<file path="config.mk">
export PLATFORM = sky130hd
export DESIGN_NAME = hazard_pipe
export DESIGN_NICKNAME = d
export VERILOG_FILES = /design/src/rtl/cpu_pkg.sv /design/src/rtl/sat_cnt.sv /design/src/rtl/hazard_pipe.sv
export SDC_FILE = /design/constraint.sdc
export NUM_CORES = 1
export LEC_CHECK = 0
export ABC_AREA = 1
export BUFFER_PORTS_ARGS = -buffer_cell sky130_fd_sc_hd__buf_2
export CORE_AREA = 2 2 83 85
export CTS_BUF_LIST = sky130_fd_sc_hd__clkbuf_4 sky130_fd_sc_hd__clkbuf_8 sky130_fd_sc_hd__clkbuf_16
export DETAILED_ROUTE_END_ITERATION = 8
export DIE_AREA = 0 0 85 87
export HOLD_SLACK_MARGIN = 0.08
export PLACE_DENSITY = 0.76
export SETUP_SLACK_MARGIN = 0.1
export SLEW_MARGIN = 10
export SYNTH_ARGS = -nofsm -noshare
export SYNTH_HDL_FRONTEND = slang
export SYNTH_SLANG_ARGS = --single-unit
</file>
<file path="constraint.sdc">
create_clock -name clk -period 2.1 [get_ports clk]
set_input_delay 0.105 -clock clk [delete_from_list [all_inputs] [get_ports clk]]
set_output_delay 0.105 -clock clk [all_outputs]
set_load 0.01 [all_outputs]
</file>
<file path="src/rtl/cpu_pkg.sv">
// Shared CPU constants: register-file address width, counter width and ID/EX layout.
package cpu_pkg;

    localparam int ADDR_RFILE = 5;
    localparam int CNT_W      = 16;

    // Control flags carried alongside the three register addresses in ID/EX.
    typedef struct packed {
        logic rfileW;
        logic memR;
        logic bubble;
        logic flush;
    } ex_flags_t;

    localparam int EX_FLAGS_W       = $bits(ex_flags_t);
    localparam int IDEX_ADDR_FIELDS = 3;

endpackage

</file>
<file path="src/rtl/sat_cnt.sv">
// Event counter that sticks at all-ones instead of wrapping.
module sat_cnt #(
    parameter int CNT_W = 16
) (
    input  logic             clk,
    input  logic             rst_n,
    input  logic             inc,
    output logic [CNT_W-1:0] count_o
);

    logic [CNT_W-1:0] count_q;

    always_ff @(posedge clk or negedge rst_n) begin
        if (!rst_n) begin
            count_q <= '0;
        end else if (inc && (count_q != '1)) begin
            count_q <= count_q + CNT_W'(1);
        end
    end

    assign count_o = count_q;

endmodule

</file>
<file path="src/rtl/hazard_pipe.sv">
// Load-use hazard detection and branch flush for the ID/EX -> EX/MEM -> MEM/WB
// control pipeline, with saturating stall and flush event counters.
module hazard_pipe #(
    parameter int ADDR_RFILE = cpu_pkg::ADDR_RFILE,
    parameter int CNT_W      = cpu_pkg::CNT_W
) (
    input  logic                  clk,
    input  logic                  rst_n,
    input  logic [ADDR_RFILE-1:0] id_addr_rs,
    input  logic [ADDR_RFILE-1:0] id_addr_rt,
    input  logic [ADDR_RFILE-1:0] id_wb_addr,
    input  logic                  id_rfile_w,
    input  logic                  id_mem_r,
    input  logic                  br_taken,
    output logic [ADDR_RFILE-1:0] addr_rs_t,
    output logic [ADDR_RFILE-1:0] addr_rt_t,
    output logic [ADDR_RFILE-1:0] wb_addr_t,
    output logic                  rfile_w_t2,
    output logic [ADDR_RFILE-1:0] wb_addr_t2,
    output logic                  rfile_w_t3,
    output logic                  stall_ctrl,
    output logic                  stall_ctrl_t2,
    output logic                  flush_ctrl_t,
    output logic                  ifid_flush,
    output logic [CNT_W-1:0]      stall_cnt,
    output logic [CNT_W-1:0]      flush_cnt
);

    import cpu_pkg::*;

    localparam int IDEX_W = IDEX_ADDR_FIELDS * ADDR_RFILE + EX_FLAGS_W;

    logic [IDEX_W-1:0]     idEx_q;
    logic [IDEX_W-1:0]     idEx_d;
    logic [ADDR_RFILE-1:0] exAddrRs;
    logic [ADDR_RFILE-1:0] exAddrRt;
    logic [ADDR_RFILE-1:0] exWbAddr;
    ex_flags_t             exFlags;
    ex_flags_t             exFlags_d;
    logic                  loadUse;
    logic                  stall;

    logic [ADDR_RFILE-1:0] memWbAddr_q;
    logic                  memRfileW_q;
    logic                  memBubble_q;
    logic                  memFlush_q;
    logic [ADDR_RFILE-1:0] wbWbAddr_q;
    logic                  wbRfileW_q;

    assign {exAddrRs, exAddrRt, exWbAddr, exFlags} = idEx_q;

    // A taken branch squashes the ID instruction anyway, so it overrides the stall.
    always_comb begin
        loadUse = exFlags.memR && (exWbAddr != '0) &&
                  ((exWbAddr == id_addr_rs) || (exWbAddr == id_addr_rt));
        stall   = loadUse && !br_taken;

        exFlags_d        = '0;
        exFlags_d.rfileW = id_rfile_w && !stall && !br_taken;
        exFlags_d.memR   = id_mem_r   && !stall && !br_taken;
        exFlags_d.bubble = stall;
        exFlags_d.flush  = br_taken;

        idEx_d = {id_addr_rs, id_addr_rt, id_wb_addr, exFlags_d};
    end

    always_ff @(posedge clk or negedge rst_n) begin
        if (!rst_n) begin
            idEx_q      <= '0;
            memWbAddr_q <= '0;
            memRfileW_q <= 1'b0;
            memBubble_q <= 1'b0;
            memFlush_q  <= 1'b0;
            wbWbAddr_q  <= '0;
            wbRfileW_q  <= 1'b0;
        end else begin
            idEx_q      <= idEx_d;
            memWbAddr_q <= exWbAddr;
            memRfileW_q <= exFlags.rfileW;
            memBubble_q <= exFlags.bubble;
            memFlush_q  <= exFlags.flush;
            wbWbAddr_q  <= memWbAddr_q;
            wbRfileW_q  <= memRfileW_q;
        end
    end

    sat_cnt #(.CNT_W(CNT_W)) u_stallCnt (
        .clk    (clk),
        .rst_n  (rst_n),
        .inc    (stall),
        .count_o(stall_cnt)
    );

    sat_cnt #(.CNT_W(CNT_W)) u_flushCnt (
        .clk    (clk),
        .rst_n  (rst_n),
        .inc    (br_taken),
        .count_o(flush_cnt)
    );

    assign stall_ctrl    = stall;
    assign ifid_flush    = br_taken;
    assign addr_rs_t     = exAddrRs;
    assign addr_rt_t     = exAddrRt;
    assign wb_addr_t     = memWbAddr_q;
    assign rfile_w_t2    = memRfileW_q;
    assign stall_ctrl_t2 = memBubble_q;
    assign flush_ctrl_t  = memFlush_q;
    assign wb_addr_t2    = wbWbAddr_q;
    assign rfile_w_t3    = wbRfileW_q;

endmodule

</file>
=== Word-level counts from Yosys, hierarchy flattened ===
Index checks and enable logic that the tools add are counted.

* Output and inout port bits: 58
* Register bits after elaboration: 65

* Add/subtract/negate cells: 2
* Equal/unequal tests: 4
* Reduce and logical (&&, ||, !) cells: 13

{| class="wikitable"
|+ Operators with widths
! operator !! number
|-
| adder 16 x 1 -> 16 bit (second input constant) || 2
|-
| inequality test 16 bit (second input constant) || 2
|-
| equality test 5 bit || 2
|-
| logical AND 1 bit || 9
|-
| nonzero test 5 bit || 1
|-
| zero test 1 bit || 2
|-
| logical OR 1 bit || 1
|}

=== Depth between registers and ports, before layout ===
* Depth in word-level cells: 7
* Mapped depth: 10

=== Hierarchy ===
Synthesis repeated with hierarchy kept, for this count alone.

* Cell total of the unflattened synthesis: 398
* Area, all modules: 3255.6 µm²

{| class="wikitable"
|+ By module, submodules not included
! module !! area an instance (µm²) !! cells each !! instances !! sequential area each (µm²)
|-
| sat_cnt || 1058.5 || 149 || 2 || 400.4
|-
| hazard_pipe || 1138.6 || 100 || 1 || 825.8
|}

=== Least setup slack after synthesis ===
No wires, ideal clock.

* Kind: flip-flop to flip-flop
* From: reg u_flushCnt.count_q[0] (netlist: u_flushCnt.count_o[0])
* To: reg u_flushCnt.count_q[2] (netlist: u_flushCnt.count_o[2])
* Setup slack: 489 ps
* Arrival: 1488 ps
* Setup time: 123 ps
* Required time: 1977 ps
* Stages on the path, launching flop included: 10
* Buffers on the path: 1
* Path through: dfrtp_1 > ha_1 > nand3_2 > nor3_4 > nand3b_2 > nand2_4 > inv_2 > clkbuf_8 > nand3_2 > nand2_1

* Word-level cells in the longest chain between the ends: 2
* Elaborated cells on any way between the ends: 3

{| class="wikitable"
|+ Ends and longest elaborated chain
! item !! RTL line !! text
|-
| from (decl) || sat_cnt.sv:11 || <nowiki>logic [CNT_W-1:0] count_q;</nowiki>
|-
| from (signal assigned) || sat_cnt.sv:17 || <nowiki>count_q <= count_q + CNT_W'(1);</nowiki>
|-
| branches (longest 2 deep; another with adder 16 x 1 -> 16 bit) || - ||
|}

Several ways; the timed one is not identified.
A chain may end at the register's enable or synchronous reset.

=== Worst setup path in the final report ===
* From: reg idEx_q[4]
* To: out stall_ctrl

* Word-level cells in the longest chain between the ends: 4
* Elaborated cells on any way between the ends: 7

{| class="wikitable"
|+ Ends and longest elaborated chain
! item !! RTL line !! text
|-
| from (decl) || hazard_pipe.sv:33 || <nowiki>logic [IDEX_W-1:0] idEx_q;</nowiki>
|-
| from (signal assigned) || hazard_pipe.sv:77 || <nowiki>idEx_q <= idEx_d;</nowiki>
|-
| equality test 5 bit / nonzero test 5 bit (equally long branches) || hazard_pipe.sv:55, hazard_pipe.sv:54 ||
|-
| logical OR 1 bit / logical AND 1 bit (equally long branches) || hazard_pipe.sv:55, hazard_pipe.sv:54 ||
|-
| logical AND 1 bit (*) || hazard_pipe.sv:54 || <nowiki>loadUse = exFlags.memR && (exWbAddr != '0) &&</nowiki>
|-
| logical AND 1 bit (*) || hazard_pipe.sv:56 || <nowiki>stall = loadUse && !br_taken;</nowiki>
|-
| to (decl) || hazard_pipe.sv:21 || <nowiki>output logic stall_ctrl,</nowiki>
|}

Every way passes the cells marked *; elsewhere a longest branch is shown, timed or not.

==> summary.txt <==
Run status
  • Status: finished, final reports clean

Timing
  • Slew @ Worst Pin: ~0.45 ns
  • Setup TNS: 0 ns
  • Final Hold Fails: 0
  • Fin crit period: 1.84 ns
  • Final Max Slew Viols: 0
  • Fin crit share: just under 90%
  • Rel. slew slack: 69.5%
  • Unrepaired setup endpoints after global routing: no
  • Hold Slack: between 0.2 and 0.3 ns
  • Final clock skew: between 0.01 and 0.015 ns
  • Fmax: between 0.5 and 0.6 GHz
  • Final WS setup: between 0.2 and 0.3 ns
  • Setup violators final: 0

Logic synthesis
  • Most used DFF post-synth: dfrtp_1
  • Cell area after synthesis: ~3200 sq um
  • Syn avg cell area: 8.54 sq um
  • Sequential-to-total area share from yosys stat: 51.0%
  • Flops & latches, synth: between 60 and 70
  • Most common cell in the netlist: nand2_1
  • Synth top area share: about 51%
  • EDFF count, synth: 0
  • Post-synth top cells: 130 x nand2_1, 65 x dfrtp_1, 40 x inv_1
  • Gate Count Post-Synth: around 370
  • Fraction of registers with async set/reset: 100%
  • Cell variety after synth: 32
  • Mapped Nets: approximately 400
  • Yosys warning count: 0
  • Cell taking the most area after synthesis: dfrtp_1
  • Top cells by area, synth: dfrtp_1 51%, nand2_1 15%, nand4_1 4.9%

Floorplan
  • Die X: about 85 microns
  • Die Area: between 7000 and 8000 sq um
  • Core area: 6570 sq um
  • Die extent in y: ~87 microns
  • Starting Density: 48.5%
  • Rows: 30
  • # IOs: a little under 80

Setup path
  • Critical path data arrival time: between 1.5 and 2 ns
  • WS Path Type: reg2out
  • Worst R2R Start: u_flushCnt.count_o[0]
  • Worst path top cell family by delay: simple AND/OR/NAND/NOR gates
  • CP Capture Type: primary output
  • Slowest cell delay on critical path: around 0.44 ns
  • Origin of the worst setup path: idEx_q[4]
  • CP bufs+invs: 4
  • Top fanout value on the critical path: 18
  • Critical Path RT: 2.00 ns
  • Crit start category: flip-flop
  • Slowest CP cell: dfrtp_1
  • Crit-path cells: nor2_1 > nand4_1 > nand3_1 > clkinv_1 > buf_4 > nand2_1 > inv_1 > buf_2

Global routing
  • First-pass GRT wire length: approximately 12000 microns
  • Most Crowded Layer GR: met2
  • GR Util met3: about 5.4%
  • GR Overflow Total: 0
  • Met1 usage: between 20% and 30%
  • Vias in the first global route: 2590
  • Met2 global-route usage: a little under a third
  • Largest net degree at the start of global routing: 26
  • Global-route usage over all layers: ~20%
  • Antenna violations before repair: 0

Placed design
  • I/O Buffers: a little under 80
  • HPWL after detailed placement: around 5000 microns
  • Pre-CTS setup slack: about 0.33 ns
  • Cell Area, Placed: around 3600 sq um
  • RePlAce Congestion: ~0.88

Run
  • Max-cap violations: 0

Layout
  • Layout area overhead: 23.4%
  • Ant diodes: 0
  • Fraction of layout cells with a size suffix above 1: 24.4%
  • Final core occ: between 50 and 60%
  • Nets@finish: ~490
  • Finished Cell Area: 3930 sq um

Clock tree
  • Post-CTS resize count: 0
  • Clk slew on worst S/H paths: 0.08 ns
  • CTS buffer count: 9
  • H-tree depth: 3
  • Skew-Pair Late Insertion Delay: 0.35 ns
  • CTS Root Cell: clkbuf_8
  • TritonCTS clock tree: done
  • Clk sinks: 65
  • Post-CTS Setup Inserts: 0
  • Max Root-Sink Buffers: 2

Route
  • Drt wl/cell: ~13 microns
  • DR vias: between 2000 and 3000
  • DRT antenna net count: 0
  • Total Wirelength: ~6900 microns
  • Avg Vias per Cell: ~5
  • Drt pass-1 iters: 4
  • 1st-iter DRT viols: 169
  • DRC Markers: 0

Power and ir drop
  • Cell Pwr Density: approximately 730 nW/um^2
  • Leakage: roughly 0.0021 uW
  • Max VDD drop: roughly 0.00052 V

Min path
  • Hold WC Path Type: in2async
[report_power, final]
group          switching [uW]  internal, uW
clock network             519           435
logic                     283           199
registers                 104          1350
total                     906          1990
[stage by stage]
stage	total power, uW	instances
after floorplan	1750	373
after global placement	1920	517
after detailed placement	1940	517
after CTS	2920	552
after global routing	3070	552
final	2890	552
[layout by cell type (no fill, tap or decap)]
cell / netlist / routed
buf_2: 2 / 77
buf_4: 11 / 4
clkbuf_8: 1 / 9
clkinv_1: 1 / 1
clkinv_2: 0 / 1
clkinv_4: 0 / 1
clkinvlp_4: 0 / 3
dfrtp_1: 65 / 65
dlygate4sd3_1: 0 / 19
ha_1: 2 / 2
inv_1: 40 / 40
inv_2: 1 / 1
inv_6: 0 / 2
nand2_1: 130 / 130
nand2_2: 1 / 1
nand2_4: 1 / 1
nand3_1: 16 / 16
nand3_2: 3 / 3
nand3_4: 1 / 1
nand3b_1: 2 / 2
nand3b_2: 1 / 1
nand4_1: 25 / 25
nand4_4: 1 / 1
nor2_1: 28 / 28
nor2_2: 1 / 1
nor2_4: 1 / 1
nor3_1: 6 / 6
nor3_2: 1 / 1
nor3_4: 1 / 1
nor3b_1: 1 / 1
o21ai_0: 5 / 5
o21ai_2: 5 / 5
xnor2_1: 8 / 8
xor2_1: 9 / 9
[flip-flops by register name (all words and copies together), names as in the netlist]
signal              flops
idEx_q                 19
u_flushCnt.count_o     16
u_stallCnt.count_o     16
wb_addr_t2              5
wb_addr_t               5
flush_ctrl_t            1
rfile_w_t2              1
rfile_w_t3              1
stall_ctrl_t2           1
[cell type report]
cell class	count	area, sq um
Clock inverter	7	53.8
Timing Repair Buffer	100	606
Multi-Input combinational cell	249	1270
Inverter	42	158
Clock buffer	9	124
Sequential cell	65	1630
Tap cell	80	100
Fill cell	562	2640
[kinds of logic after synthesis]
kind of cell             share of synthesized area, %
flip-flops                                       51.0
AND/OR/NAND/NOR                                  32.1
buffers and inverters                            9.23
XOR/XNOR                                         4.67
adder cells (fa/ha/maj)                         0.785
AO/OA/AOI/OAI                                    2.16
[per-layer routing]
metal / vias to the layer above / share of wire [%]
li1: 1374 / -
met1: 1266 / 45
met2: 83 / 48
met3: 16 / 5.7
met4: 0 / 1.9
met5: - / 0
[worst paths after layout]
check / to / slack (ns) / cells after the start
setup / recovery: stall_ctrl / 0.26 / 8
hold / removal: u_flushCnt.count_o[7] / 0.25 / 2
setup reg to reg: u_flushCnt.count_o[15] / 0.32 / 8
hold reg to reg: flush_ctrl_t / 0.35 / 0
max in group asynchronous: u_flushCnt.count_o[13] / 1.15 / 3
min in group clk: flush_ctrl_t / 0.35 / 0
[repair_timing]
action / CTS / global route
hold endpoints to repair: 35 / 0
setup endpoints to repair: 0 / 0
hold buffers: 19 / 0
[worst reg2reg max path: cells and delay by family, from the launching register on]
kind	cells	cell delay, ns
and+or+nand+nor	5	0.73
buffers and inverters	1	0.18
adders and majority gates	1	0.26
DFF	1	0.45
AOI/OAI and AO/OA	1	0.05
Note: power is estimated with default switching activity, not from simulation.
